`config.mk`:
```
export PLATFORM = sky130hd
export DESIGN_NAME = dbnc_sync
export DESIGN_NICKNAME = d
export VERILOG_FILES = /design/src/rtl/dbnc_sync.sv
export SDC_FILE = /design/constraint.sdc
export NUM_CORES = 1
export LEC_CHECK = 0
export ABC_AREA = 1
export CAP_MARGIN = 20
export CORE_MARGIN = 4
export CORE_UTILIZATION = 55
export DETAILED_ROUTE_END_ITERATION = 10
export PLACE_DENSITY = 0.74
export SLEW_MARGIN = 20
export SYNTH_ARGS = -nofsm -noshare
export SYNTH_HDL_FRONTEND = slang
export SYNTH_SLANG_ARGS = --single-unit
```
`constraint.sdc`:
```
create_clock -name i_clk -period 1.6 [get_ports i_clk]
set_clock_uncertainty 0.2 [all_clocks]
set_input_delay 0.48 -clock i_clk [delete_from_list [all_inputs] [get_ports i_clk]]
set_output_delay 0.48 -clock i_clk [all_outputs]
set_load 0.02 [all_outputs]
```
`src/rtl/dbnc_sync.sv`:
```
// dbnc_sync: SYNC_STAGES-flop synchronizer followed by a counter-based debounce FSM.
// Define DBNC_EDGE_EN to build registered o_rise/o_fall strobes; otherwise both are tied low.
module dbnc_sync #(
   parameter int SYNC_STAGES = 2,
   parameter int DB_CYCLES   = 1000000,
   parameter int CNT_W       = 20
) (
   input  logic i_clk,
   input  logic i_rst,
   input  logic i_async,
   output logic o_level,
   output logic o_busy,
   output logic o_rise,
   output logic o_fall
);

   typedef enum logic [1:0] {
      STABLE_LO = 2'b00,
      WAIT_HI   = 2'b01,
      STABLE_HI = 2'b10,
      WAIT_LO   = 2'b11
   } state_t;

   localparam logic [CNT_W-1:0] CNT_LAST = CNT_W'(DB_CYCLES - 1);

   logic [SYNC_STAGES-1:0] sync_q;
   logic                   s;
   state_t                 state_q, state_d;
   logic [CNT_W-1:0]       cnt_q, cnt_d;
   logic                   level_q, level_d;

   always_ff @(posedge i_clk) begin
      if (i_rst) begin
         sync_q <= '0;
      end else begin
         sync_q <= {sync_q[SYNC_STAGES-2:0], i_async};
      end
   end

   assign s = sync_q[SYNC_STAGES-1];

   always_ff @(posedge i_clk) begin
      if (i_rst) begin
         state_q <= STABLE_LO;
         cnt_q   <= '0;
         level_q <= 1'b0;
      end else begin
         state_q <= state_d;
         cnt_q   <= cnt_d;
         level_q <= level_d;
      end
   end

   // Any sample agreeing with the current level aborts qualification and clears the count.
   always_comb begin
      state_d = state_q;
      cnt_d   = cnt_q;
      level_d = level_q;
      case (state_q)
         STABLE_LO: begin
            cnt_d = '0;
            if (s) state_d = WAIT_HI;
         end
         WAIT_HI: begin
            if (!s) begin
               state_d = STABLE_LO;
               cnt_d   = '0;
            end else if (cnt_q == CNT_LAST) begin
               state_d = STABLE_HI;
               cnt_d   = '0;
               level_d = 1'b1;
            end else begin
               cnt_d = cnt_q + 1'b1;
            end
         end
         STABLE_HI: begin
            cnt_d = '0;
            if (!s) state_d = WAIT_LO;
         end
         WAIT_LO: begin
            if (s) begin
               state_d = STABLE_HI;
               cnt_d   = '0;
            end else if (cnt_q == CNT_LAST) begin
               state_d = STABLE_LO;
               cnt_d   = '0;
               level_d = 1'b0;
            end else begin
               cnt_d = cnt_q + 1'b1;
            end
         end
         default: begin
            state_d = STABLE_LO;
            cnt_d   = '0;
            level_d = 1'b0;
         end
      endcase
   end

   assign o_level = level_q;
   assign o_busy  = (state_q == WAIT_HI) || (state_q == WAIT_LO);

`ifdef DBNC_EDGE_EN
   logic rise_q, fall_q;

   // Strobes are registered alongside level_q so they coincide with the first cycle of the new level.
   always_ff @(posedge i_clk) begin
      if (i_rst) begin
         rise_q <= 1'b0;
         fall_q <= 1'b0;
      end else begin
         rise_q <= level_d & ~level_q;
         fall_q <= ~level_d & level_q;
      end
   end

   assign o_rise = rise_q;
   assign o_fall = fall_q;
`else
   assign o_rise = 1'b0;
   assign o_fall = 1'b0;
`endif

endmodule
```
==> impl_metrics.ini, run 1 <==
[run_status]
status = completed

[route]
dr_total_vias = 1212
drcViolationCount = 0
ant_nets = 0
drtIter0Drc = 39
wl_per_cell_um = 11.7
routed_wl_um = 2800
drt_first_pass_iters = 4
detail_route.vias_per_cell = 5.09

[logic_synthesis]
synth_edf_count = 0
avgSynthCellArea_um2 = 6.92
yosys.cell_types.count = 25
yosysMostFrequentCell = nor2_1
synth-seq-cells = 25
async_flop_share = 0
yosys.area_share.simple = 0.410
ys_top_cells_by_area = dfxtp_1 (39%), nor2_1 (12%), nand2_1 (11%), inv_1 (7.7%), nand3_1 (3.5%)
synth-xor-area-share = 0.0413
synth_cells = 184
synth.cell_area_mm2 = 0.00127
synth-compound-area-share = 0.0423
synthMuxAreaShare = 0
synthAdderAreaFrac = 0.00983
synth_top_family_by_area = simple AND/OR/NAND/NOR gates
ys.flop_type = dfxtp_1
yosysTopAreaCell = dfxtp_1
synth_top_area_frac = 0.393
synthTopCellsByCount = nor2_1 (40), nand2_1 (36), inv_1 (26)
seq_area_frac_synth = 0.393
yosys_warnings = 0

[power]
vdd_ir_drop_max_v = 0.000530
power_uw = 965
p_leak_uw = 0.000628
power_density_mw_per_mm2 = 598

[worst_setup_path]
crit_arrival_ns = 1.60
crit_required_ns = 1.63
start_kind = register
r2r-end = cnt_q[12]
r2r_setup_slack_ns = 0.03
critical_path_class = register to register
cp_max_fo = 5
endpoint_kind = register
timing.rr.start = cnt_q[0]
reg2reg_depth = 7

[placement]
placed_cells = 232
io_buffers = 4
place_area_mm2 = 0.00147
dp_hpwl_um = 2060
dpl_worst_slack_ns = -0.176
gp_congestion = 0.848

[grt]
grtUsageTotal = 0.184
grt_overflow_total = 0
grt_pass1_wl_um = 4630
grt_pass1_vias = 1148
grt_start_max_net_pins = 15
antenna_found_initial = 0

[cells_and_area]
seq_area_um2 = 512
finalNetCount = 215
stdcell_count = 238
drive_gt1_frac = 0.310
fin_area_mm2 = 0.00161
n_fill_cell = 166
area_growth_syn_to_layout_pct = 26.7
n_antenna_cell = 0
multi_input_area_um2 = 746

[timing]
fmax_ghz = 0.638
post-route-period-util = 0.980
grt_setup_unrepaired = true
finalHoldViolations = 0
setup_violations = 0
fin_ws_ns = 0.0325
holdWs_ns = 0.220
fin_crit_ns = 1.57
slew_violations = 0

[clocking]
numCtsBuffers = 3
cts-root-buf = clkbuf_4
clk_pin_slew_worst_paths_ns = 0.14
htree_levels = 1
insertion_delay_ns = 0.32
clockBufferDepth = 2
cts_tree = done
clock-sinks = 25

[die]
start_util = 0.575
num_rows = 17
die_area_mm2 = 0.00315
dieHeight_um = 56.1
die_w_um = 56.1
ioPinCount = 7
coreArea_mm2 = 0.00221

[worst_hold_path]
hp-class = register to register
hold_path_depth = 2
min-delay-start = sync_q[0]
hold_end = sync_q[1]

[flow_run]
max_cap_viol_count = 0
==> sequential cells by signal, summed over array words and instances (netlist names), named ones only <==
| register | count |
|---|---|
| cnt_q | 20 |
| sync_q | 2 |
| o_level | 1 |
| state_q | 1 |
==> worst max-delay path: stages (launching register included) <==
cell,delay [ns]
dfxtp_2,0.38
ha_4,0.15
nand2_4,0.05
nor2_4,0.17
nand2_2,0.11
buf_4,0.15
o22ai_1,0.18
nor3b_2,0.07
==> layout by cell type (no fill, tap or decap), drive strengths merged <==
master         count
clkinv             1
nand3             12
o22ai              1
nor2              45
inv               27
buf               23
nor3b              2
dfxtp             25
nor3               8
nand3b             1
ha                 1
o21ai              1
clkbuf             3
clkdlybuf4s50      2
conb               2
xor2               5
nand2             38
xnor2              1
a21oi              6
a31oi              2
nand4              4
==> cell families after synthesis <==
| group | Yosys count |
|---|---|
| simple gates | 110 |
| xor+xnor | 6 |
| buf+inv | 31 |
| fa+ha+maj | 1 |
| flops | 25 |
| other cells | 1 |
| compound gates | 10 |
==> layer usage <==
layer / up-vias / GRT usage / share of wire
met4: 0 / 0.0746 / 0.019
met3: 6 / 0.0348 / 0.064
li1: 621 / - / -
met1: 545 / 0.209 / 0.42
met2: 40 / 0.334 / 0.50
met5: - / 0 / 0
==> how the worst max path moves through the flow <==
stage | startpoint | to | slack, ns
global route | cnt_q[1] | cnt_q[12] | -0.06
floorplan | cnt_q[0] | cnt_q[16] | 0.08
global placement | i_rst | cnt_q[2] | -0.11
detailed placement | i_rst | cnt_q[2] | -0.18
finish | cnt_q[0] | cnt_q[12] | 0.03
CTS | cnt_q[0] | o_level | 0.009
==> per-stage QoR <==
step / util / setup TNS, ns
5_1_grt: 0.729 / -0.739
4_1_cts: 0.683 / 0
2_1_floorplan: - / 0
3_5_place_dp: 0.663 / -2.10
6_report: 0.729 / 0
3_3_place_gp: 0.663 / -1.38
==> cell type report <==
class	count	area share
multi-input combinational	129	0.462
sequential	25	0.317
timing repair buffer	25	0.119
inverter	27	0.0628
tap	28	0.0217
clock buffer	3	0.0140
clock inverter	1	0.00310
==> report_power, final <==
part	switching (µW)	internal, µW	leakage, µW
Sequential	3.34	628	0.000207
Combinational	26.3	18.8	0.000403
Clock	195	93.8	0.0000177
==> repair_timing <==
action | CTS | global route
hold buffers | 0 | 0
resized for setup | 17 | 24
hold endpoints to repair | 0 | 0
buffers inserted | 0 | 3
pin swaps | 2 | 11
setup endpoints to repair | 23 | 22
(Power assumes the default switching activity.)
==> run 2: changes to the inputs <==
--- a/config.mk
+++ b/config.mk
@@ -9,6 +9,7 @@
 export CAP_MARGIN = 20
 export CORE_MARGIN = 4
 export CORE_UTILIZATION = 55
+export CTS_BUF_LIST = sky130_fd_sc_hd__clkbuf_16
 export DETAILED_ROUTE_END_ITERATION = 10
 export PLACE_DENSITY = 0.74
 export SLEW_MARGIN = 20
==> run 2 against run 1 <==
Against the previous run:
- sequential share of layout area shrank 1.8 points
- register-to-register slack lost 0.02 ns
- worst hold slack got worse by 0.0094 ns
- routed wire length up 15%
- utilization up 4.1 points
- total power increased by 28%
- non-clock buffer count up 1
- cell count rose by 0.42%
- global-route usage increased by 1.7 points
==> impl_metrics.ini, run 2 (same netlist as run 1, synthesis figures left out) <==
[cells_and_area]
final_core_util = 0.770
reg_top3 = cnt_q: 20 flops, sync_q: 2 flops
final_cell_mix = nor2_1 (33), nand2_1 (32), inv_1 (25), buf_4 (20), dfxtp_1 (17)
largest_reg_flops = 20
fin_area_mm2 = 0.00170
area_growth_syn_to_layout_pct = 33.8
drive_gt1_frac = 0.322
n_antenna_cell = 0
layout.cells.most_common = nor2_1
n_fill_cell = 147
multi_input_area_um2 = 773
seq_area_um2 = 510
finalNetCount = 216
regMostFlops = cnt_q

[route]
ant_nets = 0
dr_total_vias = 1284
drtIter0Drc = 55
detail_route.vias_per_cell = 5.37
wl_per_cell_um = 13.5
drt_first_pass_iters = 4
drcViolationCount = 0
routed_wl_um = 3230

[worst_setup_path]
timing.rr.start = cnt_q[0]
critical_path_class = register to register
start_kind = register
crit_arrival_ns = 1.53
crit_required_ns = 1.55
endpoint_kind = register
reg2reg_depth = 7
r2r_setup_slack_ns = 0.01
r2r-end = cnt_q[12]
cp_max_fo = 5

[die]
ioPinCount = 7
die_area_mm2 = 0.00315
dieHeight_um = 56.1
die_w_um = 56.1
coreArea_mm2 = 0.00221
num_rows = 17
start_util = 0.575

[timing]
grt_setup_unrepaired = true
finalSetupTns_ns = 0
finalHoldViolations = 0
fin_crit_ns = 1.59
post-route-period-util = 0.992
slew_violations = 0
setup_violations = 0
fin_ws_ns = 0.0124
fmax_ghz = 0.630

[clocking]
cts-root-buf = clkbuf_16
clockBufferDepth = 2
insertion_delay_ns = 0.26
numCtsBuffers = 3
clock-sinks = 25
htree_levels = 1
cts.hold.buffers_added = 0
clk_pin_slew_worst_paths_ns = 0.06
cts_tree = done

[worst_hold_path]
hold_path_depth = 2
hold_end = sync_q[1]
min-delay-start = sync_q[0]
hp-class = register to register

[grt]
antenna_found_initial = 0
grt_overflow_total = 0
grtUsageTotal = 0.202
grt_pass1_wl_um = 5060
grt_pass1_vias = 1219
grt_start_max_net_pins = 15

[power]
power_density_mw_per_mm2 = 725
p_leak_uw = 0.000657
vdd_ir_drop_max_v = 0.000604

[placement]
dp_hpwl_um = 2060
dpl_worst_slack_ns = -0.176
place_area_mm2 = 0.00147
gp_congestion = 0.848
io_buffers = 4

[run_status]
status = completed

[flow_run]
max_cap_viol_count = 0
[run 2: worst max path at each step]
stage          startpoint        end  slack (ns)  cells after the start
2_1_floorplan    cnt_q[0]  cnt_q[16]        0.08                      8
3_3_place_gp        i_rst   cnt_q[2]       -0.11                      5
5_1_grt          cnt_q[1]  cnt_q[12]       -0.09                      7
4_1_cts          cnt_q[0]   register       0.009                      9
6_report         cnt_q[0]  cnt_q[12]        0.01                      7
3_5_place_dp        i_rst   cnt_q[2]       -0.18                      5
[run 2: layout make-up]
type / count / share of cell area
Inverter: 27 / 0.0595
Tap cell: 28 / 0.0206
Timing Repair Buffer: 26 / 0.119
Multi-Input combinational cell: 129 / 0.454
Sequential cell: 25 / 0.300
Clock buffer: 3 / 0.0441
Clock inverter: 1 / 0.00294
[run 2: worst max-delay path: stages, from the launching register on]
cell and delay [ns]:
dfxtp_2 0.35, ha_4 0.15, nand2_4 0.06, nor2_4 0.19, nand2_2 0.13, buf_4 0.16
o22ai_1 0.16, nor3b_2 0.08
[run 2: metrics by stage]
step           power (µW)  instances  hold slack (ns)
3_3_place_gp          685        232            0.194
3_5_place_dp          688        232            0.202
6_report             1230        239            0.211
2_1_floorplan         672        185            0.188
5_1_grt              1280        239            0.229
4_1_cts              1230        236            0.212
[run 2: report_power, final]
part / switching [µW] / leakage (µW) / total [µW] / internal, µW
Combinational: 29.1 / 0.000410 / 50.3 / 21.1
Clock: 217 / 0.0000409 / 553 / 337
Sequential: 3.72 / 0.000206 / 631 / 628
[run 2: routing by layer]
layer,global-route usage,part of all wire,vias up
li1,-,-,624
met1,0.231,0.39,590
met2,0.364,0.51,54
met3,0.0325,0.054,16
met4,0.0881,0.038,0
met5,0,0,-
[run 2: timing repair]
action                     in CTS  in global routing
setup endpoints to repair      22                 25
cloned                          0                  0
gates resized for setup        14                 31
pin swaps                       3                 10
buffers inserted                0                  3
